--- config.mk ---
export PLATFORM = sky130hd
export DESIGN_NAME = com_cs_mc
export DESIGN_NICKNAME = d
export VERILOG_FILES = /design/src/rtl/com_pkg.sv /design/src/rtl/com_rr_arb.sv /design/src/rtl/com_cs_mc.sv
export SDC_FILE = /design/constraint.sdc
export NUM_CORES = 1
export LEC_CHECK = 0
export BUFFER_PORTS_ARGS = -buffer_cell sky130_fd_sc_hd__clkbuf_2
export CORE_ASPECT_RATIO = 1.75
export CORE_UTILIZATION = 45
export DETAILED_ROUTE_END_ITERATION = 8
export GPL_TIMING_DRIVEN = 0
export MAX_ROUTING_LAYER = met4
export PLACE_DENSITY_LB_ADDON = 0.15
export SLEW_MARGIN = 20
export SYNTH_ARGS = -nofsm -noshare
export SYNTH_HDL_FRONTEND = slang
export SYNTH_SLANG_ARGS = --single-unit
--- constraint.sdc ---
create_clock -name clk -period 4.15 [get_ports clk]
set_input_delay 0.83 -clock clk [delete_from_list [all_inputs] [get_ports clk]]
set_output_delay 0.83 -clock clk [all_outputs]
set_load 0.01 [all_outputs]
--- src/rtl/com_pkg.sv ---
// Shared types and default widths for the com_cs_mc multi-channel sequencer.
package com_pkg;

    localparam int BTYPE_W_DEF = 4;
    localparam int DLEN_W_DEF  = 12;
    localparam int ADDR_W_DEF  = 12;

    typedef enum logic [1:0] {
        TX_IDLE,
        TX_SEND,
        TX_DROP,
        TX_DONE
    } tx_state_t;

    typedef enum logic [1:0] {
        RX_ARM,
        RX_WAIT,
        RX_NOTIFY,
        RX_CLEAR
    } rx_state_t;

endpackage

--- src/rtl/com_rr_arb.sv ---
// Combinational round-robin arbiter: picks the first requester at or after ptr.
module com_rr_arb #(
    parameter int N_CH  = 4,
    parameter int IDX_W = 2
) (
    input  logic [N_CH-1:0]  i_req,
    input  logic [IDX_W-1:0] i_ptr,
    output logic [N_CH-1:0]  o_grant,
    output logic [IDX_W-1:0] o_idx
);

    logic w_found;
    int   w_j;

    always_comb begin
        o_grant = '0;
        o_idx   = '0;
        w_found = 1'b0;
        w_j     = 0;
        for (int i = 0; i < N_CH; i++) begin
            w_j = int'(i_ptr) + i;
            if (w_j >= N_CH) w_j = w_j - N_CH;
            if (!w_found && i_req[w_j]) begin
                w_found      = 1'b1;
                o_grant[w_j] = 1'b1;
                o_idx        = IDX_W'(w_j);
            end
        end
    end

endmodule

--- src/rtl/com_cs_mc.sv ---
// Multi-channel com control sequencer: round-robin TX arbitration plus an independent RX notify path.
// Optional COM_TIMEOUT_EN adds a SEND watchdog and the sticky tx_err output.
module com_cs_mc
    import com_pkg::*;
#(
    parameter int N_CH    = 4,
    parameter int BTYPE_W = BTYPE_W_DEF,
    parameter int DLEN_W  = DLEN_W_DEF,
`ifdef COM_TIMEOUT_EN
    parameter int TIMEOUT = 4095,
`endif
    parameter int ADDR_W  = ADDR_W_DEF
) (
    input  logic                      clk,
    input  logic                      rst,
    input  logic [N_CH-1:0]           fs_send,
    input  logic [N_CH*BTYPE_W-1:0]   send_btype,
    input  logic [N_CH*DLEN_W-1:0]    send_dlen,
    input  logic [N_CH*ADDR_W-1:0]    ram_addr_init,
    output logic [N_CH-1:0]           fd_send,
    output logic                      fs_tx,
    input  logic                      fd_tx,
    output logic [BTYPE_W-1:0]        tx_btype,
    output logic [DLEN_W-1:0]         tx_ram_rlen,
    output logic [ADDR_W-1:0]         tx_ram_init,
    output logic [$clog2(N_CH)-1:0]   tx_ch,
    output logic                      fs_rx,
    input  logic                      fd_rx,
    input  logic [BTYPE_W-1:0]        rx_btype,
    output logic                      fs_read,
    output logic [BTYPE_W-1:0]        read_btype,
    input  logic                      fd_read
`ifdef COM_TIMEOUT_EN
    ,
    output logic                      tx_err
`endif
);

    localparam int IDX_W = $clog2(N_CH);

    tx_state_t        r_tx_st;
    rx_state_t        r_rx_st;
    logic [IDX_W-1:0] r_ptr;
    logic [N_CH-1:0]  r_gnt;
    logic [N_CH-1:0]  w_grant;
    logic [IDX_W-1:0] w_gidx;

    com_rr_arb #(
        .N_CH  (N_CH),
        .IDX_W (IDX_W)
    ) u_arb (
        .i_req   (fs_send),
        .i_ptr   (r_ptr),
        .o_grant (w_grant),
        .o_idx   (w_gidx)
    );

`ifdef COM_TIMEOUT_EN
    localparam int CNT_W = $clog2(TIMEOUT + 1);
    logic [CNT_W-1:0] r_cnt;
`endif

    // TX: the one-hot grant is kept so DONE can watch only the served channel.
    always_ff @(posedge clk) begin
        if (rst) begin
            r_tx_st     <= TX_IDLE;
            r_ptr       <= '0;
            r_gnt       <= '0;
            fd_send     <= '0;
            fs_tx       <= 1'b0;
            tx_btype    <= '0;
            tx_ram_rlen <= '0;
            tx_ram_init <= '0;
            tx_ch       <= '0;
`ifdef COM_TIMEOUT_EN
            r_cnt       <= '0;
            tx_err      <= 1'b0;
`endif
        end else begin
            case (r_tx_st)
                TX_IDLE: begin
                    if (|fs_send) begin
                        r_gnt       <= w_grant;
                        tx_ch       <= w_gidx;
                        tx_btype    <= send_btype[int'(w_gidx)*BTYPE_W +: BTYPE_W];
                        tx_ram_rlen <= send_dlen[int'(w_gidx)*DLEN_W +: DLEN_W];
                        tx_ram_init <= ram_addr_init[int'(w_gidx)*ADDR_W +: ADDR_W];
                        fs_tx       <= 1'b1;
`ifdef COM_TIMEOUT_EN
                        r_cnt       <= '0;
`endif
                        r_tx_st     <= TX_SEND;
                    end
                end
                TX_SEND: begin
                    if (fd_tx) begin
                        fs_tx   <= 1'b0;
                        r_tx_st <= TX_DROP;
                    end
`ifdef COM_TIMEOUT_EN
                    else if (r_cnt == CNT_W'(TIMEOUT - 1)) begin
                        fs_tx   <= 1'b0;
                        tx_err  <= 1'b1;
                        r_tx_st <= TX_DROP;
                    end else begin
                        r_cnt <= r_cnt + 1'b1;
                    end
`endif
                end
                TX_DROP: begin
                    if (!fd_tx) begin
                        fd_send <= r_gnt;
                        r_tx_st <= TX_DONE;
                    end
                end
                TX_DONE: begin
                    if ((fs_send & r_gnt) == '0) begin
                        fd_send <= '0;
                        r_ptr   <= (tx_ch == IDX_W'(N_CH - 1)) ? '0 : tx_ch + 1'b1;
                        r_tx_st <= TX_IDLE;
                    end
                end
                default: r_tx_st <= TX_IDLE;
            endcase
        end
    end

    // RX: ARM is a one-cycle gap before re-arming the engine.
    always_ff @(posedge clk) begin
        if (rst) begin
            r_rx_st    <= RX_ARM;
            fs_rx      <= 1'b0;
            fs_read    <= 1'b0;
            read_btype <= '0;
        end else begin
            case (r_rx_st)
                RX_ARM: begin
                    fs_rx   <= 1'b1;
                    r_rx_st <= RX_WAIT;
                end
                RX_WAIT: begin
                    if (fd_rx) begin
                        read_btype <= rx_btype;
                        fs_rx      <= 1'b0;
                        fs_read    <= 1'b1;
                        r_rx_st    <= RX_NOTIFY;
                    end
                end
                RX_NOTIFY: begin
                    if (fd_read) begin
                        fs_read <= 1'b0;
                        r_rx_st <= RX_CLEAR;
                    end
                end
                RX_CLEAR: begin
                    if (!fd_read && !fd_rx) r_rx_st <= RX_ARM;
                end
                default: r_rx_st <= RX_ARM;
            endcase
        end
    end

endmodule
=== Word level (Yosys, flattened, before mapping) ===
Cells that the tools add are included.

* Add/subtract/negate cells: 8
* Multipliers: 1
* $lt $le $gt $ge: 12
* Eq/ne operators: 14
* Shifts and indexed selects: 3
* Muxes and demuxes: 56
* Bitwise logic cells: 4
* Reductions and logical operators: 30

{| class="wikitable"
|+ Operator list
! operator !! count
|-
| $ge A32 B1 Y1 const B || 4
|-
| $lt A32 B4 Y1 const B || 4
|-
| $mux W32 || 4
|-
| $ge A32 B4 Y1 const B || 3
|-
| $sub A32 B4 Y32 const B || 3
|-
| $shiftx A48 B32 Y12 || 1
|-
| $shiftx A48 B7 Y12 || 1
|-
| $mux W2 || 12
|-
| $mux W4 || 6
|-
| $mux W1 || 20
|-
| $pmux W2 S4 || 2
|-
| $shiftx A16 B5 Y4 || 1
|-
| $ne A2 B2 Y1 const B || 7
|-
| $or A4 B4 Y4 || 3
|-
| $reduce_and A3 Y1 || 4
|-
| $eq A2 B2 Y1 const B || 5
|-
| $bmux W1 S2 || 4
|-
| $demux W1 S2 || 4
|-
| $logic_and A1 B1 Y1 || 8
|-
| $pmux W4 S2 || 1
|-
| $reduce_and A2 Y1 || 4
|-
| $reduce_bool A2 Y1 || 4
|-
| $add A2 B2 Y3 const B || 2
|-
| $pmux W1 S2 || 3
|-
| other kinds (12) || 18
|}

* Flip-flop bits (word level): 51
* Output and inout bits: 41

=== Logic depth before layout (Yosys ltp) ===
* Word-level depth: 17
* Mapped depth: 14
* Gate-level depth less buffers: 8

=== Cells and area by module ===
A second synthesis with hierarchy kept.

* Cell total of the unflattened synthesis: 335
* Area total of the unflattened synthesis: 3211.8 sq um

{| class="wikitable"
|+ By module, submodules not included
! module !! instances !! cells each !! area an instance (sq um)
|-
| com_cs_mc || 1 || 286 || 2755.1
|-
| com_rr_arb || 1 || 49 || 456.7
|}

=== Worst setup path after synthesis ===
OpenSTA, ideal clock, no wires.

* Path type: register -> register
* Start: register r_ptr[0]
* End: register tx_btype[2]
* Library setup time: 0.130 ns
* Data arrival time: 3.286 ns
* Setup slack: 0.734 ns
* Cell stages (with the launch flop): 14
* Period minus slack after synthesis: 3.416 ns
* Cells stage by stage: dfxtp_1 -> inv_1 -> clkbuf_1 -> clkbuf_1 -> ha_1 -> buf_6 -> mux4_2 -> o21bai_1 -> a221o_1 -> buf_6 -> buf_6 -> a222oi_1 -> a31oi_1 -> a21boi_1

* Longest elaborated chain between the ends: 16

{| class="wikitable"
|+ RTL lines
! what !! RTL line !! RTL
|-
| start: declaration || com_cs_mc.sv:43 || <nowiki>logic [IDX_W-1:0] r_ptr;</nowiki>
|-
| start signal: assignment || com_cs_mc.sv:119 || <nowiki>r_ptr <= (tx_ch == IDX_W'(N_CH - 1)) ? '0 : tx_ch + 1'b1;</nowiki>
|-
| parallel branches: the longest is 14 deep, another holds $sub A32 B4 Y32 || n/a ||
|-
| $mux W2 (*) || com_rr_arb.sv:23 || <nowiki>if (!w_found && i_req[w_j]) begin</nowiki>
|-
| $shiftx A16 B5 Y4 (*) || com_cs_mc.sv:85 || <nowiki>tx_btype <= send_btype[int'(w_gidx)*BTYPE_W +: BTYPE_W];</nowiki>
|-
| end signal: assignment || com_cs_mc.sv:85 ||
|-
| end: declaration || com_cs_mc.sv:23 || <nowiki>output logic [BTYPE_W-1:0] tx_btype,</nowiki>
|}

Mark *: on every way between the ends. The select of a mux whose other input is x is not followed.
A chain may end at the register's enable or synchronous reset.

=== Worst setup path after layout ===
* Start: register r_ptr[0]
* End: register tx_ram_init[7]

* Longest elaborated chain between the ends: 17

{| class="wikitable"
|+ RTL lines
! what !! RTL line !! RTL
|-
| parallel branches: the longest is 14 deep, another holds $sub A32 B4 Y32 || n/a ||
|-
| $mux W2 (*) || com_rr_arb.sv:23 ||
|-
| $mul A2 B2 Y4 (*) || com_cs_mc.sv:87 || <nowiki>tx_ram_init <= ram_addr_init[int'(w_gidx)*ADDR_W +: ADDR_W];</nowiki>
|-
| $shiftx A48 B7 Y12 (*) || com_cs_mc.sv:87 ||
|-
| end signal: assignment || com_cs_mc.sv:87 ||
|-
| end: declaration || com_cs_mc.sv:25 || <nowiki>output logic [ADDR_W-1:0] tx_ram_init,</nowiki>
|}

Marks and branches as above.

==> results.md <==
* Status: finished, final reports clean
* Final Hold Vio Count at 0
* Total gr overflow at 0
* Commonest cells post-synth: nand2_1, nor2_1, a31oi_1, dfxtp_1, clkbuf_1
* Hold-fix buffers, CTS at 0
* Leakage at 0.002480 µW
* Synth Net Count at 816
* Internal power at 1561 µW
* CP max-delay cell: mux4_2
* Final setup viols at 0
* N_diodes at 0
* Core Area at 0.01024 mm²
* CTS Sinks at 51
* Via density at 6.443
* H-tree depth at 2
* Actual slew at the worst max-slew pin at 0.9133 ns
* Register share of total power at 27.8%
* Avg WL per Cell at 19.02 µm
* Syn Area/Cell at 6.985 µm²
* Die area at 0.01087 mm²
* Layout fillers at 1024
* Sequential share of the synthesized area at 21.72%
* Initial antenna violation count at 0
* Worst VDD drop at 0.2899 mV
* Die X at 79.26 µm
* CP Data Arrival Time at 4.12 ns
* Crit Path Category: reg2reg
* Worst endpoint required time at 4.33 ns
* Chip Height at 137.2 µm
* Leading area contributor after synthesis: dfxtp_1
* R2R Setup Slk at 0.21 ns
* DPL Wire Length at 13670 µm
* Sw power at 1384 µW
* Initial DRC count at 748
* Pin count of the biggest net entering global routing at 17
* Fraction of registers with async set/reset at 0%
* Fin cells at 970
* GP Congestion at 0.9565
* PD cells at 504.0 mW/mm²
* RSZ-0062 raised after global routing: no
* Synth area leaders: dfxtp_1, nand2_1, a31oi_1, a222oi_1, a2111oi_0
* Post-synth EDFFs at 0
* Post-synthesis instance total at 673
* YS warnings at 0
* Post-Place Cells at 963
* Most frequent cell after synthesis: nand2_1
* Final Util at 57.07%
* Worst setup EP type: register
* GRT Util Overall at 34.89%
* CTS tree: built
* Relative slew slack at 37.37%
* Final Routed Wirelength at 18450 µm
* Clk_lat worst skew at 0.30 ns
* IO Pins at 166
* Clock network power share at 16.7%
* Hold crit path type: reg2reg
* Clock-pin slew on the worst setup and hold paths at 0.07 ns
* Area growth, synth to finish at 24.30%
* FP Rows at 49
* Layout cell share with drive strength beyond 1 at 22.54%
* Top Family by Delay on Critical Path: buffers and inverters
* Synth Flop Type: dfxtp_1
* Max Clock Skew at 0.001872 ns
* Root buf cell: clkbuf_16
* Max incr delay on CP at 0.61 ns
* Global-route wire length before repair at 29120 µm
* FMAX at 0.2538 GHz
* Slew Limit Fails at 0
* Vias in the first global route at 5967
* CTS buffer count at 5
* Period Utilization, post-route at 94.96%
* First-pass DRT Iterations at 6
* Sw frac at 46.98%
* Comb power frac at 55.5%
* Max cap viols at 0
* CP Max Fanout at 13
* Post-route DRC at 0
* WP buf/inv at 5
* Nature of the critical path startpoint: register
* Number of port buffers at 163
* Minimum clock period at 3.941 ns
* Top-area cell type share of the netlist area at 21.72%
* Flops & latches, synth at 51
* Cells along the critical path: inv_1 > clkbuf_2 > ha_1 > buf_6 > mux4_2 > nand2b_1 > and3_1 > buf_2 > clkbuf_1 > a222oi_1 > a31oi_1 > a21boi_1
* Post-synth cell types at 45
* Bufs on Longest Clock Path at 2
* Layout Nets at 985
* ANT nets after route at 0
* Via count at 6250
* Starting Density at 45.91%
* Min Hold Slack at 0.4611 ns
* Cell area after technology mapping at 0.004701 mm²
-- cells by family (layout without fill, tap and decap cells) --
group           Yosys count  after routing  share of synthesized area (%)
compound gates          271            271                          40.56
flops                    51             51                          21.72
simple gates            240            240                          21.83
buf+inv                  78            248                          7.027
fa+ha+maj                18             18                          4.791
mux                      15             15                          4.072
-- worst paths after layout --
check	startpoint	endpoint	depth (start not counted)
worst min register to register	read_btype[0]$_SDFFE_PP0P_	read_btype[0]$_SDFFE_PP0P_	2
worst max-delay path	r_ptr[0]$_SDFFE_PP0P_	tx_ram_init[7]$_SDFFE_PP0P_	12
worst max register to register	r_ptr[0]$_SDFFE_PP0P_	tx_ram_init[7]$_SDFFE_PP0P_	12
worst min-delay path	read_btype[0]$_SDFFE_PP0P_	read_btype[0]$_SDFFE_PP0P_	2
-- per-stage QoR --
step | TNS, ns | total power (µW) | area (µm²) | worst slack (ns)
final | 0 | 2945 | 5843 | 0.2092
after detailed placement | -1.851 | 2427 | 5675 | -0.1516
after floorplan | 0 | 1857 | 4701 | 0.7342
after CTS | 0 | 2917 | 5846 | 0.008498
after global placement | -0.8618 | 2378 | 5675 | -0.07824
after global routing | 0 | 3147 | 5843 | 0.005632
-- layout make-up --
type	instances	area (µm²)	area share [%]
Clock inverter	3	43.79	0.7495
Buffer	68	294.0	5.032
Sequential cell	51	1022	17.49
Clock buffer	5	125.1	2.141
Inverter	9	33.78	0.5782
Tap cell	127	158.9	2.719
Timing Repair Buffer	163	815.8	13.96
Multi-Input combinational cell	544	3349	57.32
-- worst reg2reg max path, stage by stage (launching register included) --
cell	delay [ns]
dfxtp_2	0.45
inv_1	0.26
clkbuf_2	0.33
ha_1	0.36
buf_6	0.14
mux4_2	0.61
nand2b_1	0.23
and3_1	0.18
buf_2	0.20
clkbuf_1	0.33
a222oi_1	0.41
a31oi_1	0.16
a21boi_1	0.17
-- flip-flops by register name, indices dropped and copies added, names as in the netlist, 4 cells and up --
signal,flops
tx_ram_rlen,12
read_btype,4
tx_btype,4
fd_send,4
r_gnt,4
tx_ram_init,12
-- power by group through the flow --
stage / Clock [µW] / Sequential [µW] / Combinational [µW]
floorplan: 0 / 842 / 1020
global placement: 0 / 818 / 1560
detailed placement: 0 / 826 / 1600
CTS: 492 / 815 / 1610
global route: 512 / 843 / 1790
finish: 491 / 819 / 1640
-- cell usage in the layout (no fill, tap or decap), drive strengths merged, types with 2 or more instances in the layout --
cell type / n
mux4: 3
clkbuf: 217
o21ai: 33
dfxtp: 51
nand2: 127
mux2: 3
a221oi: 5
nor3: 4
a22oi: 9
a221o: 2
nor2: 56
a21oi: 42
nor3b: 3
nand2b: 3
a222oi: 27
clkinv: 2
inv: 9
nor4bb: 6
a31oi: 54
mux2i: 9
o21bai: 29
a211oi: 6
buf: 19
a21boi: 27
ha: 18
a2111oi: 27
o211ai: 2
or3: 2
nand3: 34
-- timing repair --
item / CTS / global route
cloned: 0 / 0
buffers inserted: 0 / 0
gates resized for setup: 1 / 1
pin swaps: 0 / 0
endpoints found under the setup margin: 28 / 32
-- layer usage --
layer / track usage, % / vias to the layer above / share of wire, %
li1: - / 2898 / -
met1: 37.49 / 2903 / 37
met2: 61.02 / 367 / 51
met3: 5.033 / 82 / 7.7
met4: 18.89 / 0 / 4.5
met5: - / - / 0
Power figures use the tool's default switching activity.
